`src/rtl/oam_dma_unit.sv`:
```
// Sprite OAM DMA engine: a CPU write to DMA_REG_ADDR halts the CPU and copies
// one 256-byte page to OAM_DATA_ADDR. When idle, CPU bus traffic passes straight through.
module oam_dma_unit #(
  parameter logic [15:0] DMA_REG_ADDR  = 16'h4014,
  parameter logic [15:0] OAM_DATA_ADDR = 16'h2004
) (
  input  logic        clock,
  input  logic        reset,
  input  logic        cycleEnable,
  input  logic [15:0] cpuAddress,
  input  logic [7:0]  cpuDataOut,
  input  logic        cpuRw,
  input  logic [7:0]  dataIn,
  output logic [15:0] busAddress,
  output logic [7:0]  busDataOut,
  output logic        busRw,
  output logic        cpuHalt,
  output logic        dmaActive
);

  localparam int unsigned ADDR_W = 16;
  localparam int unsigned BYTE_W = 8;
  localparam logic [BYTE_W-1:0] LAST_INDEX = BYTE_W'(255);

  typedef enum logic [2:0] {
    ST_IDLE  = 3'd0,
    ST_HALT  = 3'd1,
    ST_ALIGN = 3'd2,
    ST_READ  = 3'd3,
    ST_WRITE = 3'd4
  } state_e;

  state_e            state_q, state_d;
  logic [BYTE_W-1:0] page_q, page_d;
  logic [BYTE_W-1:0] index_q, index_d;
  logic [BYTE_W-1:0] byte_latch_q, byte_latch_d;
  logic              parity_q, parity_d;
  logic              active_q, active_d;

  logic              dma_write_hit;

  assign dma_write_hit = (cpuAddress == DMA_REG_ADDR) && !cpuRw;

  // State register and datapath flops; everything holds on non-strobe clocks.
  always_ff @(posedge clock) begin
    if (reset) begin
      state_q      <= ST_IDLE;
      page_q       <= '0;
      index_q      <= '0;
      byte_latch_q <= '0;
      parity_q     <= 1'b0;
      active_q     <= 1'b0;
    end else begin
      state_q      <= state_d;
      page_q       <= page_d;
      index_q      <= index_d;
      byte_latch_q <= byte_latch_d;
      parity_q     <= parity_d;
      active_q     <= active_d;
    end
  end

  // Next-state logic; HALT picks ALIGN only when the following cycle would be odd.
  always_comb begin
    state_d      = state_q;
    page_d       = page_q;
    index_d      = index_q;
    byte_latch_d = byte_latch_q;
    parity_d     = parity_q;

    if (cycleEnable) begin
      parity_d = ~parity_q;
      case (state_q)
        ST_IDLE: begin
          if (dma_write_hit) begin
            page_d  = cpuDataOut;
            index_d = '0;
            state_d = ST_HALT;
          end
        end
        ST_HALT: begin
          state_d = parity_q ? ST_READ : ST_ALIGN;
        end
        ST_ALIGN: begin
          state_d = ST_READ;
        end
        ST_READ: begin
          byte_latch_d = dataIn;
          state_d      = ST_WRITE;
        end
        ST_WRITE: begin
          if (index_q == LAST_INDEX) begin
            state_d = ST_IDLE;
          end else begin
            index_d = index_q + BYTE_W'(1);
            state_d = ST_READ;
          end
        end
        default: begin
          state_d = ST_IDLE;
        end
      endcase
    end

    active_d = (state_d != ST_IDLE);
  end

  // Bus mux: pass-through while idle, DMA-owned otherwise.
  always_comb begin
    busAddress = cpuAddress;
    busDataOut = cpuDataOut;
    busRw      = cpuRw;
    case (state_q)
      ST_IDLE: begin
        busAddress = cpuAddress;
        busDataOut = cpuDataOut;
        busRw      = cpuRw;
      end
      ST_WRITE: begin
        busAddress = OAM_DATA_ADDR;
        busDataOut = byte_latch_q;
        busRw      = 1'b0;
      end
      default: begin
        busAddress = ADDR_W'({page_q, index_q});
        busDataOut = byte_latch_q;
        busRw      = 1'b1;
      end
    endcase
  end

  assign cpuHalt   = active_q;
  assign dmaActive = active_q;

endmodule

```
`config.mk`:
```
export PLATFORM = sky130hd
export DESIGN_NAME = oam_dma_unit
export DESIGN_NICKNAME = d
export VERILOG_FILES = /design/src/rtl/oam_dma_unit.sv
export SDC_FILE = /design/constraint.sdc
export NUM_CORES = 1
export LEC_CHECK = 0
export CORE_UTILIZATION = 30
export CTS_CLUSTER_DIAMETER = 200
export CTS_CLUSTER_SIZE = 12
export DETAILED_ROUTE_END_ITERATION = 7
export GPL_TIMING_DRIVEN = 0
export PLACE_DENSITY = 0.69
export SLEW_MARGIN = 0
export SYNTH_ARGS = -nofsm -noshare
export SYNTH_HDL_FRONTEND = slang
export SYNTH_SLANG_ARGS = --single-unit
```
`constraint.sdc`:
```
create_clock -name clock -period 1.8 [get_ports clock]
set_input_delay 0.36 -clock clock [delete_from_list [all_inputs] [get_ports clock]]
set_output_delay 0.36 -clock clock [all_outputs]
set_load 0.005 [all_outputs]
```
Yosys cells after proc, flatten, opt, wreduce, memory -nomap -nowiden:

Cells that the tools add are included.

* bits in registers: 29
* bits of input ports: 36
* logic and storage cells: 35
* output and inout port bits: 27

* eq/ne operators: 8
* muxes and demuxes: 11
* $add $sub $neg: 1
* bitwise gates (word level): 1
* reduce and logical (&&, ||, !) cells: 8

Operators with widths (count)
* $pmux W16 S2: 1
* $mux W8: 3
* $eq A16 B15 Y1 const B: 1
* $pmux W8 S2: 1
* $pmux W3 S5: 1
* $add A8 B1 Y8 const B: 1
* $eq A8 B8 Y1 const B: 1
* $eq A3 B2 Y1 const B: 2
* $mux W3: 2
* $ne A2 B2 Y1 const B: 2
* $reduce_and A4 Y1: 1
* $eq A3 B1 Y1 const B: 1
* $eq A3 B3 Y1 const B: 1
* $logic_not A3 Y1: 1
* $reduce_and A3 Y1: 1
* $reduce_bool A3 Y1: 1
* $mux W2: 1
* $pmux W1 S2: 1
* $reduce_and A2 Y1: 1
* $reduce_bool A2 Y1: 1
* $logic_and A1 B1 Y1: 1
* $logic_not A1 Y1: 1
* $mux W1: 1
* $not A1 Y1: 1

Depth between registers and ports, before layout:

Gate-level depths: netlist of run 1.

* depth after elaboration: 6
* gate-level depth with buffers: 7
* mapped depth without buffers: 6

Least setup slack after synthesis of run 1:

OpenSTA, ideal clock, no wires.

* path type: register to register
* start point: register index_q[0]
* end point: register active_q (netlist: cpuHalt)
* buffers on the path: 0
* setup slack: 79 ps
* arrival time: 1594 ps
* required time: 1673 ps
* library setup time: 127 ps
* period minus slack after synthesis: 1721 ps
* stages on the path, launching flop included: 7
* cell sequence: dfxtp_1 > ha_1 > nand4_1 > or2_1 > a221oi_2 > a211oi_1 > or3_1

* longest elaborated chain between the ends: 5

Ends and longest elaborated chain
* from (decl): RTL line 35 `logic [BYTE_W-1:0] index_q, index_d;`
* from (signal assigned): RTL line 56 `index_q <= index_d;`
* $eq A8 B8 Y1: RTL line 92 `if (index_q == LAST_INDEX) begin`
* $mux W2: RTL line 92
* $pmux W3 S5: RTL line 73 `case (state_q)`
* $mux W3: RTL line 71 `if (cycleEnable) begin`
* $reduce_bool A3 Y1: RTL line 105 `active_d = (state_d != ST_IDLE);`
* to (signal assigned): RTL line 59 `active_q <= active_d;`
* to (decl): RTL line 38 `logic active_q, active_d;`

Every way passes these cells.
A chain may end at the register's enable or synchronous reset.

Worst setup path after layout of run 1:

* start point: register state_q[0]
* end point: output port busDataOut[4]

* longest elaborated chain between the ends: 2

Ends and longest elaborated chain
* from (decl): RTL line 33 `state_e state_q, state_d;`
* from (signal assigned): RTL line 54 `state_q <= state_d;`
* $logic_not A3 Y1: RTL line 113 `case (state_q)`
* $mux W8: RTL line 113
* to (decl): RTL line 15 `output logic [7:0] busDataOut,`

Every way passes these cells.

==> results of run 1 <==
[metrics by stage]
step	setup WS [ps]	utilization	instances	setup TNS [ps]
finish	-153.4	0.5746	348	-2261
global route	-218.3	0.5746	348	-3787
CTS	-126.4	0.5321	336	-990.4
detailed placement	-605.0	0.4667	313	-21200
global placement	-614.7	0.4667	313	-21160
floorplan	79.08	-	184	0
[cells in the final DEF (no fill, tap or decap), types with 2 or more instances in the layout]
master,n
clkdlybuf4s50_1,34
buf_6,26
nand2_1,24
dfxtp_1,24
buf_2,17
buf_4,16
nor2_1,15
a22o_1,14
a21oi_1,14
mux2i_1,9
mux2_4,8
clkbuf_8,7
clkbuf_1,4
nand2b_1,4
a311oi_1,4
dfxtp_4,4
nand3_1,3
dlymetal6s2s_1,3
o22a_1,2
nand4_1,2
nor4_2,2
or2_1,2
and2_1,2
a31oi_1,2
o21ai_0,2
nand3b_1,2
[per-layer routing]
layer	vias up	wire [um]
met5	-	0
met4	0	109
met3	11	345
met2	58	2644
met1	834	2415
li1	868	-
[flip-flops by register name, indices dropped and copies added, names as in the netlist]
name	cells
byte_latch_q	8
index_q	8
page_q	8
state_q	3
cpuHalt	1
parity_q	1
[synthesized netlist by cell type (all sizes together)]
cell type	count	area [sq um]
ha	1	12.51
nand4	2	12.51
nand3	4	20.02
nand2	25	93.84
or2	3	18.77
nor3	2	10.01
and2	3	18.77
o21ba	2	20.02
nand4bb	1	11.26
and4	2	17.52
o21ai	3	15.01
a211oi	1	7.510
o22ai	1	6.260
o2bb2ai	1	8.760
nand2b	5	31.28
and3	1	6.260
clkbuf	8	31.28
nor4	3	18.77
dfxtp	29	580.6
mux2i	9	90.09
mux2	8	90.09
o22a	2	17.52
a32o	1	10.01
buf	6	37.53
a31oi	3	18.77
a22o	14	122.6
nand3b	2	15.01
or3	2	12.51
a21oi	14	70.07
nor2	17	66.32
xnor2	1	8.760
inv	1	3.750
a311oi	4	35.03
and4b	1	10.01
nor4b	1	8.760
a221oi	1	15.01
[where the power goes]
group	switching, W	total (W)	internal (W)
logic	0.0000717	0.000204	0.000133
registers	0.00000177	0.000640	0.000638
clock network	0.000243	0.000546	0.000303
[area by class of cell]
type	instances	share of cell area
Buffer	11	0.03882
Clock buffer	7	0.03079
Timing Repair Buffer	93	0.3057
Inverter	1	0.001339
Tap cell	67	0.02990
Sequential cell	29	0.2129
Multi-Input combinational cell	140	0.3806
[worst max-delay path, delay by kind of cell, from the launching register on]
| kind | cells | cell delay, ps |
|---|---|---|
| and+or+nand+nor | 1 | 160 |
| buffers and inverters | 4 | 530 |
| DFF | 1 | 320 |
| muxes | 1 | 310 |
[kinds of logic (layout without fill, tap and decap cells)]
logic type | Yosys count | after routing | share of synthesized area
compound gates | 47 | 47 | 0.2204
xor+xnor | 1 | 1 | 0.005570
fa+ha+maj | 1 | 1 | 0.007954
buf+inv | 15 | 112 | 0.04614
flops | 29 | 29 | 0.3691
mux | 17 | 17 | 0.1146
simple gates | 74 | 74 | 0.2363
[timing repair]
action / CTS / global route
resized for setup: 148 / 38
pin swaps: 7 / 14
endpoints found under the setup margin: 48 / 49
hold buffers: 0 / 0
buffers inserted: 17 / 12
gates cloned: 1 / 1
[worst max path at each step]
stage | startpoint | end | slack [ps] | cells after the start
6_report | state_q[0]$_SDFF_PP0_ | busDataOut[4] | -150 | 6
5_1_grt | state_q[0]$_SDFF_PP0_ | busAddress[9] | -220 | 8
4_1_cts | state_q[0]$_SDFF_PP0_ | busDataOut[2] | -130 | 6
3_5_place_dp | state_q[1]$_SDFF_PP0_ | busAddress[8] | -600 | 5
3_3_place_gp | state_q[1]$_SDFF_PP0_ | busAddress[9] | -610 | 5
2_1_floorplan | index_q[0]$_SDFFE_PP0P_ | cpuHalt$_SDFF_PP0_ | 80 | 6
==> flow_results.org, run 1 <==
** Timing
- Number of setup violations in the final report :: 21
- The max-slew violation count was 0.
- Hold Vio Cnt, Final :: 0
- For this run, the top clock speed supported by timing is 0.5119 GHz.
- Clock skew :: 1.186 ps
- Minimum period implied by the final worst setup slack :: just under 2000 ps
- Setup repair after global routing could not meet its margin everywhere.
- Ratio of final minimum period to clock period :: 1.085
- Measured against its own limit, the worst slew margin works out to 0.6829.
- Once routing completed, OpenROAD measured the worst setup slack at -153.4 ps.
- Pin slew with the least headroom to its limit :: about 480 ps
- Worst-case hold slack :: about 460 ps

** Clocking
- Clock tree synthesis found a total of 29 sinks.
- CTS H-Tree Depth :: 2
- Reg clk slew, reported paths :: roughly 60 ps
- CTS placed an instance of clkbuf_8 at the clock tree root.
- Clock insertion delay at the later pin of the skew report :: approximately 280 ps
- Counting along the longest clock path gives a buffer depth of 2.
- TritonCTS built the clock tree.
- Counting the buffers created by CTS gives 5.

** GRT
- Number of antenna violations at the first check in global routing :: 0
- Total gr overflow :: 0
- For met3 alone, demand over resource in global routing was 0.06911.
- The global routing stage identified its most utilized layer as met2.
- Entering global routing, the biggest net connects 11 pins.
- The via count of the first global-routing pass came to between 1,500 and 2,000.
- Global routing usage summed across all routing layers :: 0.2050
- Routing usage on met2 :: 0.3333
- First-pass GRT wire length :: between 8 and 9 mm
- Met1 usage :: 0.2414

** Layout
- Fraction of layout instances using a drive strength above 1 :: 0.3701
- The finished cells cover between 2000 and 3000 sq um.
- Multi-input gate area in the final layout :: approximately 1100 sq um
- Layout overhead on the synthesized area :: 78.28%
- The filler cells instantiated in the layout total between 400 and 500.
- Registers take between 500 and 600 sq um.
- The repair_antennas step left the layout with diodes totalling 0.
- At the end of the flow, the number of nets in the layout was 318.

** Logic synthesis
- Of the synthesized area, sequential elements account for 0.3691.
- Synth unique cells :: 40
- Avg Synthesized Cell Area :: roughly 8.5 sq um
- Synth Register Bits :: 29
- Net count of the mapped netlist :: roughly 220
- Post-synth design cell area :: between 1500 and 2000 sq um
- For this run, the number of Yosys warnings is 0.
- Synthesis produced a netlist whose cell count is 184.

** Hold path
- In this run the most critical hold path is launched from byte_latch_q[5]$_SDFFE_PP0P_.
- Hold Crit Depth :: 2
- The worst hold path terminates at byte_latch_q[5]$_SDFFE_PP0P_.
- Class of the worst hold path :: flop to flop

** Floorplanning
- Measured along the x axis, the die boundary spans ~74 um.
- Row Count :: 25
- Number of I/O pins :: 63
- Floorplan die area :: ~5500 sq um
- Vertical die dimension :: roughly 74 um
- Effective utilization at floorplan :: 0.3223
- The core region is 4880 sq um.

** Worst setup path
- The worst setup path is launched from a flop.
- Worst path arrival time :: between 1500 and 2000 ps
- In this run the critical register-to-register path is captured at page_q[3]$_SDFFE_PP0P_.
- R2r startpoint :: state_q[0]$_SDFF_PP0_
- Crit-path cells :: buf_6 -> nor3_4 -> buf_6 -> buf_6 -> mux2_4 -> buf_6
- In this run the worst path has a maximum fanout of 5.
- Cells on worst reg2reg path :: 10
- The worst setup path is captured at an output pin.
- Largest stage delay on the critical path :: roughly 320 ps
- STA puts the critical path data required time at between 1000 and 1500 ps.
- The largest individual stage delay along the critical path comes from the cell dfxtp_2.
- Crit Path Class :: flop to output pin
- In this run the register-to-register setup slack is 40 ps.
- Critical path's most frequent cell :: buf_6

** Power
- Total power draw :: about 0.0014 W
- Dividing total power by cell area gives a power density of 495.8 nW/um^2.
- The analysis attributes to cell leakage a power of ~1.2 nW.
- Worst IR drop on VDD :: 0.0003407 V

** Routing
- Dividing the detail-routed wire length by the instance count gives roughly 16 um.
- The pre-antenna-repair detailed-routing pass consisted of 4 iterations.
- Average via count per standard cell :: approximately 5
- DRC violation count after routing :: 0
- Wirelength, routed :: roughly 5.5 mm
- The final route contains ~1,800 vias.
- Iter 0 DRT Violations :: 84
- Final ANT Viol Nets :: 0

** Placement
- Once detailed placement completed, the half-perimeter wirelength came to between 3 and 4 mm.
- Port buffering added between 60 and 70 buffers.
- Routability-driven placement finished with a final weighted congestion of ~0.83.
- Summing all placed instances gives a cell area of 2277 sq um.

** Outcome
- The checks that failed: negative setup slack.
- Status :: finished, violations left

** Run
- Max-cap violations in this run came to 0.
No activity file was read; power rests on OpenSTA's default activity.
==> run 2: changes to the inputs <==
Settings changed: SKIP_LAST_GASP from default to 1.
==> run 2 against run 1 <==
The run still ends with negative setup slack left; clock skew rose by 1.3 ps; worst hold slack got worse by 1.0 ps; wire length rose by 0.31%; die area did not move; critical path depth did not move; fmax rose by 0.37%; non-clock buffer count did not move; combinational power barely moved; global-route usage barely moved; register-to-register slack barely moved; core utilization fell by 0.46 points; design area fell by 0.80%; highest routed layer unchanged.
==> flow_results.org, run 2 (synthesized netlist as in run 1, its figures left out) <==
** GRT
- The via count of the first global-routing pass came to 1,669.
- Pin count of the biggest net entering global routing :: 11
- Total gr overflow :: 0
- For this run, the total global-route usage over all layers was measured as 0.2053.
- First-pass GRT wire length :: 8.293 mm
- Number of antenna violations at the first check in global routing :: 0

** Run
- Max-Cap Viols :: 0

** Timing
- Setup repair after global routing could not meet its margin everywhere.
- Pin slew with the least headroom to its limit :: between 400 and 500 ps
- Derived from the worst setup path, the maximum achievable clock frequency is approximately 0.5 GHz.
- Headroom to the max-slew limit came out at 0.6739.
- Setup violations remaining at the end of the flow were counted as 21.
- The number of hold violations in the final report came to 0.
- Ratio of final minimum period to clock period :: 1.081
- Subtracting the final worst setup slack from the clock period gives 1946 ps.
- In the post-route analysis, the smallest setup slack over all paths is -146.3 ps.
- Count of final max-slew check failures :: 0
- Clock skew :: 2.437 ps

** Worst setup path
- End of the worst register-to-register path :: page_q[3]$_SDFFE_PP0P_
- The cell that appears most often on the critical path is buf_6.
- Critical path peak fanout :: 5
- At the worst endpoint, the arrival time is about 1600 ps.
- Critical path startpoint category :: flop
- The worst setup path is of the flop to output pin kind.
- Cells on worst reg2reg path :: 10
- Req. time, crit path :: roughly 1400 ps
- Register-to-register path setup slack :: approximately 30 ps
- R2r startpoint :: state_q[0]$_SDFF_PP0_
- Walking the worst path, the cells encountered are buf_6 -> nor3_4 -> buf_6 -> buf_6 -> mux2_2 -> buf_2.
- In this design, the stage delay of the slowest critical-path cell is about 320 ps.
- Slowest cell on the critical path :: dfxtp_2
- The worst setup path is captured at an output pin.

** Layout
- Most used cells in the layout excluding fill and tap cells :: 35 x clkdlybuf4s50_1, 25 x buf_6, 25 x nand2_1
- The filler cells instantiated in the layout total 435.
- In the final design database the tool counted ~320 nets.
- Layout overhead on the synthesized area :: 76.85%
- The number of antenna diodes in the final layout is 0.
- Fraction of layout instances using a drive strength above 1 :: 0.3665
- Commonest non-fill, non-tap cell in the layout :: clkdlybuf4s50_1
- In the final layout, the registers with the most flip-flops are byte_latch_q (8), index_q (8), page_q (8).

** Routing
- Routed vias :: 1,776
- Final ANT Viol Nets :: 0
- Iter 0 DRT Violations :: 73
- DRC violation count after routing :: 0
- The first detailed-routing pass ran for 4 iterations.
- In the final routed layout, each cell accounts on average for approximately 16 um.
- In the routed layout, each cell is associated on average with a via count of roughly 5.1.
- After detailed routing, the total wire length is roughly 5.5 mm.

** Power
- For this design the total switching power over the nets is 0.0003154 W.
- Part of the total power dissipated in combinational logic :: 0.146
- Total power draw :: approximately 0.0014 W
- Total internal power :: about 0.0011 W
- In this run the static leakage power is 1.194 nW.
- Of the total power, the clock network draws 0.393.
- Of the total power, the share spent switching nets is 0.2274.
- Worst IR drop on VDD :: 0.0003390 V
- Of the total power, registers draw 0.461.
- In this run the power density over the cells is approximately 500 nW/um^2.

** Hold path
- The path with the worst hold slack has its endpoint at byte_latch_q[5]$_SDFFE_PP0P_.
- Hold Crit Depth :: 2
- Start point of the worst hold path :: byte_latch_q[5]$_SDFFE_PP0P_
- The path class of the tightest hold or removal check is flop to flop.

** Floorplanning
- between 60 and 70 I/O pins were placed.
- Std-Cell Core Area :: 4880 sq um
- Effective utilization at floorplan :: 0.3223
- In this run the horizontal extent of the chip is about 74 um.
- Vertical die dimension :: between 70 and 80 um
- The floorplan has 25 rows.
- The die covers roughly 5500 sq um.

** Clocking
- Post-cts hold buffer count :: 0
- CTS built an H-tree with a depth of 2.
- TritonCTS built the clock tree.
- Number of buffers on the longest clock path :: 2
- Num Clock Sinks :: 29
- Buffers inserted during clock tree synthesis total 5.
- Clock tree synthesis selected as its root buffer the cell clkbuf_8.
- Clock insertion delay at the later pin of the skew report :: between 200 and 300 ps
- Reg clk slew, reported paths :: roughly 60 ps

** Outcome
- Status :: finished, violations left
- The checks that failed: negative setup slack.

** Placement
- HPWL after detailed placement :: around 3.4 mm
- Last weighted congestion value of the routability-driven placer :: about 0.83
- Timing analysis after detailed placement gives a worst setup slack of -605.0 ps.
- The count of buffers added on input and output ports is 62.
run 2: cell types whose count changed in the layout (fill, tap and decap cells not counted), sizes merged:
cell           previous run  this run
clkdlybuf4s50            34        35
dlymetal6s2s              3         2
run 2: how the worst max path moves through the flow:
| stage | slack [ps] | depth (start not counted) | endpoint | start |
|---|---|---|---|---|
| final | -150 | 6 | busDataOut[2] | state_q[0]$_SDFF_PP0_ |
| after global routing | -220 | 8 | busAddress[9] | state_q[0]$_SDFF_PP0_ |
| after CTS | -130 | 6 | busDataOut[2] | state_q[0]$_SDFF_PP0_ |
| after detailed placement | -600 | 5 | busAddress[8] | state_q[1]$_SDFF_PP0_ |
| after global placement | -610 | 5 | busAddress[9] | state_q[1]$_SDFF_PP0_ |
| after floorplan | 80 | 6 | cpuHalt$_SDFF_PP0_ | index_q[0]$_SDFFE_PP0P_ |
run 2: timing repair:
action | 4_1_cts | 5_1_grt
buffers inserted | 17 | 12
endpoints found under the setup margin | 48 | 49
gates resized for setup | 147 | 33
cloned | 1 | 1
pin swaps | 7 | 14
run 2: power groups by stage:
stage | combinational [W] | sequential [W] | clock (W)
after floorplan | 0.0000530 | 0.000660 | 0
after global placement | 0.000205 | 0.000660 | 0
after detailed placement | 0.000205 | 0.000660 | 0
after CTS | 0.000199 | 0.000643 | 0.000552
after global routing | 0.000216 | 0.000640 | 0.000584
final | 0.000202 | 0.000640 | 0.000545
run 2: final cells by class:
type	instances	area (sq um)	share of cell area
tap	67	83.83	0.03014
buffer	11	108.9	0.03914
clock buffer	7	86.33	0.03104
sequential	29	596.8	0.2146
inverter	1	3.754	0.001350
timing repair buffer	93	848.3	0.3050
multi-input combinational	140	1054	0.3788
run 2: through the flow:
stage               std cells  hold WS, ps  setup TNS, ps  cell area (sq um)  utilization
floorplan                 184        432.9              0               1573            -
global placement          313        439.2         -21160               2277       0.4667
detailed placement        313        446.6         -21200               2277       0.4667
CTS                       336        456.3          -1005               2592       0.5313
global route              348        472.1          -3998               2781       0.5700
finish                    348        456.0          -2198               2781       0.5700
run 2: worst max-delay path, delay by kind of cell (launching register included):
family / cells / cell delay, ps
flops: 1 / 320
mux: 1 / 310
buf+inv: 4 / 520
simple gates: 1 / 160
run 2: layer usage:
metal | track usage | wire length (um) | vias to the layer above
met5 | 0 | 0 | -
met4 | 0.1006 | 102 | 0
met3 | 0.06911 | 398 | 9
met2 | 0.3333 | 2681 | 66
met1 | 0.2422 | 2349 | 834
li1 | - | - | 867
